[src/rtl/mem_initiator.sv]
// Bus-master side of the CPU memory interface.
// Arbitrates fetch and load/store clients (data first), drives one mmu
// transfer at a time and returns a one-cycle ack to the owner. A watchdog
// aborts transfers that never see a matching ready and reports them via err.
//
// Handshake: each client holds its req level until it sees its ack. Requests
// are sampled only in IDLE. The ack, err and data outputs are valid for the
// single DONE cycle and read zero otherwise. Towards the mmu, m_read/m_write
// stay high until the matching ready pulse (or the watchdog) ends the
// transfer, and then stay low for at least two cycles.
module mem_initiator #(
    parameter int TIMEOUT = 64,
    parameter int AW      = 24
) (
    input  logic          clk,
    input  logic          rst,
    input  logic          f_req,
    input  logic [AW-1:0] f_addr,
    input  logic [1:0]    f_count,
    output logic          f_ack,
    output logic [31:0]   f_data,
    input  logic          d_req,
    input  logic          d_we,
    input  logic [AW-1:0] d_addr,
    input  logic [1:0]    d_count,
    input  logic [31:0]   d_wdata,
    input  logic          d_signed,
    output logic          d_ack,
    output logic [31:0]   d_rdata,
    output logic          d_err,
    output logic          f_err,
    output logic [AW-1:0] m_address,
    output logic          m_read,
    output logic          m_write,
    output logic [1:0]    m_byteCount,
    output logic [31:0]   m_dataIn,
    input  logic [31:0]   m_dataOut,
    input  logic          m_dataOutReady,
    input  logic          m_dataInReady,
    output logic          busy,
    output logic [1:0]    dbg_state
);

    localparam int CW = $clog2(TIMEOUT);

    typedef enum logic [1:0] {
        IDLE = 2'd0,
        WAIT = 2'd1,
        DONE = 2'd2
    } state_t;

    state_t        state_q, state_d;
    logic [CW-1:0] cnt_q, cnt_d;
    logic          own_d_q, own_d_d;   // 1: data client owns the transfer
    logic          we_q, we_d;         // 1: store
    logic          sgn_q, sgn_d;       // sign-extend the load result

    logic          hit;                // ready matching the transfer kind
    logic          expired;            // watchdog reached its last cycle
    logic [31:0]   rd_value;           // extended read data for this cycle

    logic          f_ack_n, f_err_n, d_ack_n, d_err_n;
    logic [31:0]   f_data_n, d_rdata_n, m_dataIn_n;
    logic [AW-1:0] m_address_n;
    logic [1:0]    m_byteCount_n;
    logic          m_read_n, m_write_n, busy_n;

    // Widen a read result from count+1 bytes, replicating the top byte's MSB
    // when s is set, otherwise filling with zeros.
    function automatic logic [31:0] extend(input logic [31:0] v,
                                           input logic [1:0]  c,
                                           input logic        s);
        logic [31:0] r;
        case (c)
            2'd0:    r = {{24{s & v[7]}},  v[7:0]};
            2'd1:    r = {{16{s & v[15]}}, v[15:0]};
            2'd2:    r = {{8{s & v[23]}},  v[23:0]};
            default: r = v;
        endcase
        return r;
    endfunction

    assign dbg_state = state_q;

    // Next-state and next-output logic; every registered output is computed here.
    always_comb begin
        state_d       = state_q;
        cnt_d         = cnt_q;
        own_d_d       = own_d_q;
        we_d          = we_q;
        sgn_d         = sgn_q;
        m_address_n   = m_address;
        m_byteCount_n = m_byteCount;
        m_dataIn_n    = m_dataIn;
        m_read_n      = m_read;
        m_write_n     = m_write;
        f_ack_n       = 1'b0;
        f_err_n       = 1'b0;
        f_data_n      = '0;
        d_ack_n       = 1'b0;
        d_err_n       = 1'b0;
        d_rdata_n     = '0;

        hit      = we_q ? m_dataInReady : m_dataOutReady;
        expired  = (cnt_q == CW'(TIMEOUT - 1));
        rd_value = (!we_q && hit) ? extend(m_dataOut, m_byteCount, sgn_q) : '0;

        case (state_q)
            IDLE: begin
                if (d_req) begin
                    own_d_d       = 1'b1;
                    we_d          = d_we;
                    sgn_d         = d_signed & ~d_we;
                    m_address_n   = d_addr;
                    m_byteCount_n = d_count;
                    m_dataIn_n    = d_we ? d_wdata : '0;
                    m_read_n      = ~d_we;
                    m_write_n     = d_we;
                    cnt_d         = '0;
                    state_d       = WAIT;
                end else if (f_req) begin
                    own_d_d       = 1'b0;
                    we_d          = 1'b0;
                    sgn_d         = 1'b0;
                    m_address_n   = f_addr;
                    m_byteCount_n = f_count;
                    m_dataIn_n    = '0;
                    m_read_n      = 1'b1;
                    m_write_n     = 1'b0;
                    cnt_d         = '0;
                    state_d       = WAIT;
                end
            end
            WAIT: begin
                cnt_d = cnt_q + CW'(1);
                if (hit || expired) begin
                    m_read_n  = 1'b0;
                    m_write_n = 1'b0;
                    state_d   = DONE;
                    if (own_d_q) begin
                        d_ack_n   = 1'b1;
                        d_err_n   = ~hit;
                        d_rdata_n = rd_value;
                    end else begin
                        f_ack_n  = 1'b1;
                        f_err_n  = ~hit;
                        f_data_n = rd_value;
                    end
                end
            end
            DONE: begin
                state_d = IDLE;
            end
            default: begin
                state_d = IDLE;
            end
        endcase

        busy_n = (state_d != IDLE);
    end

    // State, latched request and all registered outputs.
    always_ff @(posedge clk) begin
        if (rst) begin
            state_q     <= IDLE;
            cnt_q       <= '0;
            own_d_q     <= 1'b0;
            we_q        <= 1'b0;
            sgn_q       <= 1'b0;
            m_address   <= '0;
            m_byteCount <= '0;
            m_dataIn    <= '0;
            m_read      <= 1'b0;
            m_write     <= 1'b0;
            f_ack       <= 1'b0;
            f_err       <= 1'b0;
            f_data      <= '0;
            d_ack       <= 1'b0;
            d_err       <= 1'b0;
            d_rdata     <= '0;
            busy        <= 1'b0;
        end else begin
            state_q     <= state_d;
            cnt_q       <= cnt_d;
            own_d_q     <= own_d_d;
            we_q        <= we_d;
            sgn_q       <= sgn_d;
            m_address   <= m_address_n;
            m_byteCount <= m_byteCount_n;
            m_dataIn    <= m_dataIn_n;
            m_read      <= m_read_n;
            m_write     <= m_write_n;
            f_ack       <= f_ack_n;
            f_err       <= f_err_n;
            f_data      <= f_data_n;
            d_ack       <= d_ack_n;
            d_err       <= d_err_n;
            d_rdata     <= d_rdata_n;
            busy        <= busy_n;
        end
    end

endmodule

[config.mk]
export PLATFORM = sky130hd
export DESIGN_NAME = mem_initiator
export DESIGN_NICKNAME = d
export VERILOG_FILES = /design/src/rtl/mem_initiator.sv
export SDC_FILE = /design/constraint.sdc
export NUM_CORES = 1
export LEC_CHECK = 0
export CAP_MARGIN = 20
export CELL_PAD_IN_SITES_DETAIL_PLACEMENT = 1
export CELL_PAD_IN_SITES_GLOBAL_PLACEMENT = 2
export CORE_MARGIN = 2
export CORE_UTILIZATION = 24
export CTS_BUF_LIST = sky130_fd_sc_hd__clkbuf_16
export DETAILED_ROUTE_END_ITERATION = 16
export MAX_ROUTING_LAYER = met4
export PLACE_DENSITY = 0.87
export SYNTH_ARGS = -nofsm -noshare
export SYNTH_HDL_FRONTEND = slang
export SYNTH_SLANG_ARGS = --single-unit
[constraint.sdc]
create_clock -name clk -period 2.7 [get_ports clk]
set_input_delay 0.405 -clock clk [delete_from_list [all_inputs] [get_ports clk]]
set_output_delay 0.405 -clock clk [all_outputs]
set_load 0.005 [all_outputs]
* Word-level counts from Yosys, hierarchy flattened
Cells that the tools add are included.
Operators by class: add/subtract/negate cells 1, equality and inequality tests 6, muxes and demuxes 28, bitwise operators 9, reductions and logical operators 14
Operator list (count):
- 2-to-1 mux 32 bit | 4
- case mux 32 bit (3 select lines) | 1
- 2-to-1 mux 24 bit | 2
- 2-to-1 mux 6 bit | 2
- case mux 6 bit (2 select lines) | 1
- 2-to-1 mux 1 bit | 10
- 2-to-1 mux 2 bit | 5
- OR reduction 4 bit | 2
- adder 6 x 1 -> 6 bit (second input constant) | 1
- equality test 6 bit (second input constant) | 1
- nonzero test 2 bit | 3
- NOT 1 bit | 5
- AND 1 bit | 4
- equality test 2 x 1 -> 1 bit (second input constant) | 2
- logical NOT 2 bit | 2
- case mux 1 bit (2 select lines) | 2
- case mux 2 bit (2 select lines) | 1
- AND reduction 2 bit | 2
- != test 3 bit (second input constant) | 1
- AND reduction 3 bit | 1
- OR reduction 3 bit | 1
- equality test 2 bit (second input constant) | 1
- != test 2 bit (second input constant) | 1
- logical AND 1 bit | 1
- 2 further kinds | 2
Storage, ports and cells: flip-flop bits (word level) 140

* Depth between registers and ports, before layout
word-level depth 5, depth in mapped cells 6

* Worst setup path before layout
Ideal clock, no wire load.
path kind reg-to-reg, start point register cnt_q[0], end point register d_rdata[20], arrival 1400 ps, path slack 1214 ps, stages on the path, launching flop included 7, clock period less this slack 1486 ps, cell sequence dfxtp_1 -> ha_1 -> and4_1 -> a21o_1 -> nand3_2 -> buf_2 -> a211oi_1
On the way: word-level cells in the longest chain between the ends 4
Ends and longest elaborated chain:
- start: declaration | RTL line 53 | logic [CW-1:0] cnt_q, cnt_d;
- start signal: assignment | RTL line 184 | cnt_q <= cnt_d;
- equality test 6 bit | RTL line 105 | expired = (cnt_q == CW'(TIMEOUT - 1));
- logical OR 1 bit | RTL line 136 | if (hit || expired) begin
- NOT 1 bit (no line)
- OR reduction 4 bit (no line)
- end signal: assignment | RTL line 198 | d_rdata <= d_rdata_n;
- end: declaration | RTL line 29 | output logic [31:0] d_rdata,
No other way between the ends. A chain may end at the register's enable or synchronous reset.

* Worst setup path after layout
start point register m_byteCount[1], end point output port m_byteCount[1]
RTL lines:
- start: declaration | RTL line 35 | output logic [1:0] m_byteCount,
- start signal: assignment | RTL line 189 | m_byteCount <= m_byteCount_n;
No word-level cell between the ends.

==> impl_metrics.sql <==
INSERT INTO impl_metrics (metric_group, metric, value, unit) VALUES
('setup_path', 'end_kind', 'primary output', ''),
('setup_path', 'critPathSlowestCell', 'dfxtp_1', ''),
('yosys', 'syn_inst_count', '498', ''),
('sta', 'setup_skew', '0.0112', 'ns'),
('power_and_ir_drop', 'vdd_drop_max', '436', 'uV'),
('power_and_ir_drop', 'share_clk_of_total_power', '45.1', '%'),
('sta', 'worst_slew_pin_slew', '0.787', 'ns'),
('clock_tree', 'clkSlewWorstSetupHoldPaths', '0.07', 'ns'),
('setup_path', 'critical_path_arrival', '1.72', 'ns'),
('placement', 'postPlaceCellArea', '7670', 'um2'),
('sta', 'finalSetupViolations', '0', ''),
('floorplan', 'row_count', '52', ''),
('cells_and_area', 'layout.cells.most_common_list', 'clkdlybuf4s50_1 (252), dfxtp_1 (140), nor2_1 (111)', ''),
('sta', 'minimum_clock_period', '2.13', 'ns'),
('global_route', 'grt_pass1_wl', '25700', 'um'),
('setup_path', 'worst-endpoint-required', '2.30', 'ns'),
('global_route', 'pin_count_of_the_biggest_net_entering_global_routing', '72', ''),
('clock_tree', 'cts.htree.levels', '4', ''),
('setup_path', 'crit_buf_inv', '1', ''),
('sta', 'rsz0062_at_grt', 'no', ''),
('sta', 'timing.setup.tns', '0', 'ns'),
('cells_and_area', 'post-route-cell-area', '8290', 'um2'),
('min_path', 'min_path_cells', '4', ''),
('clock_tree', 'cts_tree', 'done', ''),
('floorplan', 'placeableCoreArea', '20100', 'um2'),
('global_route', 'first_global_vias', '4737', ''),
('power_and_ir_drop', 'pwr_density_cell', '647', 'nW/um2'),
('routing', 'detailedRoute.firstPassIterationCount', '4', ''),
('yosys', 'synth_warnings', '0', ''),
('min_path', 'worst_hold_path_type', 'input pin to register', ''),
('setup_path', 'crit_path_max_incr_delay', '0.69', 'ns'),
('sta', 'finalWorstSetupSlack', '0.573', 'ns'),
('placement', 'detailedPlacementHpwl', '11700', 'um'),
('clock_tree', 'cts_hold_buffers', '0', ''),
('routing', 'dr_total_vias', '4528', ''),
('routing', 'ant_nets', '0', ''),
('yosys', 'synth_top_cell_area_share', '57.2', '%'),
('global_route', 'grt.overflow.total', '0', ''),
('setup_path', 'timing.critical_path.fanout_max', '15', ''),
('routing', 'wl_per_cell', '15.9', 'um'),
('outcome', 'run_status', 'finished, final reports clean', ''),
('power_and_ir_drop', 'cell_internal_pwr', '3960', 'uW'),
('cells_and_area', 'fin_util', '41.2', '%'),
('floorplan', 'dieArea', '21600', 'um2'),
('setup_path', 'r2r_path_start', 'cnt_q[0]$_SDFFE_PP0P_', ''),
('global_route', 'grt.total_usage', '15.7', '%'),
('sta', 'final_cycle_utilization_of_the_critical_path', '78.8', '%'),
('cells_and_area', 'area.growth.synth_to_final', '69.1', '%'),
('setup_path', 'setup.worst_path.class', 'register to primary output', ''),
('sta', 'relSlewSlack', '47.5', '%'),
('routing', 'drt_first_iter_violations', '124', ''),
('global_route', 'groute.layer.met2.usage', '25.0', '%'),
('cells_and_area', 'drive_above_1_share', '7.96', '%'),
('yosys', 'syn_nets', '623', ''),
('flow_run', 'max_cap_violations', '0', ''),
('yosys', 'synth_area_leader_cell', 'dfxtp_1', ''),
('floorplan', 'floorplan.die.width', '147', 'um'),
('setup_path', 'path_depth_of_the_worst_reg2reg_path', '6', ''),
('setup_path', 'rrSetupSlack', '0.70', 'ns'),
('global_route', 'antenna_found_initial', '2', ''),
('sta', 'hold_violations', '0', ''),
('clock_tree', 'clk_path_buf_depth', '2', ''),
('setup_path', 'critical_path.cell_chain', 'clkdlybuf4s50_1', ''),
('clock_tree', 'cts-buffers-inserted', '17', ''),
('global_route', 'global_route.peak_usage_layer', 'met2', ''),
('yosys', 'seq_area_frac_synth', '57.2', '%'),
('yosys', 'synth_area_leaders', 'dfxtp_1 (57%), nor2_1 (8.5%), a211oi_1 (6.7%)', ''),
('yosys', 'mean_instance_size_in_the_synthesized_netlist', '9.84', 'um2'),
('placement', 'port_buffers', '254', ''),
('clock_tree', 'cts.repair_timing.setup_buffer_count', '0', ''),
('sta', 'fmax', '470', 'MHz');
-- metal layers --
| metal | vias up | routed length [um] |
|---|---|---|
| li1 | 2219 | - |
| met1 | 2107 | 7330 |
| met2 | 187 | 7540 |
| met3 | 15 | 1240 |
| met4 | 0 | 209 |
| met5 | - | 0 |
-- how the worst max path moves through the flow --
| stage | start | to | slack, ns | cells after the start |
|---|---|---|---|---|
| finish | m_byteCount[1]$_SDFFE_PP0P_ | m_byteCount[1] | 0.57 | 1 |
| global route | m_byteCount[1]$_SDFFE_PP0P_ | m_byteCount[1] | 0.47 | 1 |
| CTS | m_byteCount[1]$_SDFFE_PP0P_ | m_byteCount[1] | 0.54 | 1 |
| detailed placement | m_dataOutReady | d_rdata[16]$_SDFF_PP0_ | 0.41 | 6 |
| global placement | m_dataOutReady | d_rdata[22]$_SDFF_PP0_ | 0.45 | 6 |
| floorplan | cnt_q[0]$_SDFFE_PP0P_ | d_rdata[20]$_SDFF_PP0_ | 1.21 | 6 |
-- power by group through the flow --
stage | clock, uW | combinational (uW) | sequential [uW]
2_1_floorplan | 0 | 306 | 2250
3_3_place_gp | 0 | 734 | 2260
3_5_place_dp | 0 | 740 | 2260
4_1_cts | 2480 | 745 | 2220
5_1_grt | 2590 | 799 | 2230
6_report | 2410 | 728 | 2220
-- registers in the layout (all words and copies together), names as in the netlist --
register,count
busy,1
cnt_q,6
d_ack,1
d_err,1
d_rdata,32
dbg_state,2
f_ack,1
f_data,32
f_err,1
m_address,24
m_byteCount,2
m_dataIn,32
m_read,1
m_write,1
own_d_q,1
sgn_q,1
we_q,1
-- synthesized netlist by cell type, drive strengths merged --
master  number
o21ai       14
nand2       23
a31oi        1
o21a         1
nand3b       2
nor2b       10
nand4b       1
nand3        3
and2b        1
nand2b       2
inv          4
nor4bb       1
ha           1
nand4        1
buf         25
a31o         1
a21oi        7
a22oi       34
mux2i       26
mux2         2
a211oi      44
dfxtp      140
nor2       113
or2          2
o21bai       1
and4         1
and3         1
nor3        21
a311oi       1
clkbuf      13
a21o         1
-- cell type report --
cell class                      instances  area (um2)
Tap cell                              270         338
Inverter                                4        15.0
Sequential cell                       140        2800
Multi-Input combinational cell        316        1890
Antenna cell                            2        5.00
Fill cell                            2214       11800
Timing Repair Buffer                  262        2630
Clock buffer                           17         425
Clock inverter                         15         183
-- kinds of logic after synthesis --
logic type,Yosys count,share of synthesized area [%]
muxes,28,5.77
adders and majority gates,1,0.255
buffers and inverters,42,4.32
DFF,140,57.2
AOI/OAI and AO/OA,105,15.5
and+or+nand+nor,182,16.9
-- per-stage QoR --
stage / std cells / hold WS, ns / power [uW]
floorplan: 498 / 0.428 / 2560
global placement: 992 / 0.460 / 2990
detailed placement: 992 / 0.468 / 3000
CTS: 1024 / 0.246 / 5450
global route: 1026 / 0.260 / 5610
finish: 1026 / 0.261 / 5360
Note: power is estimated with default switching activity, not from simulation.
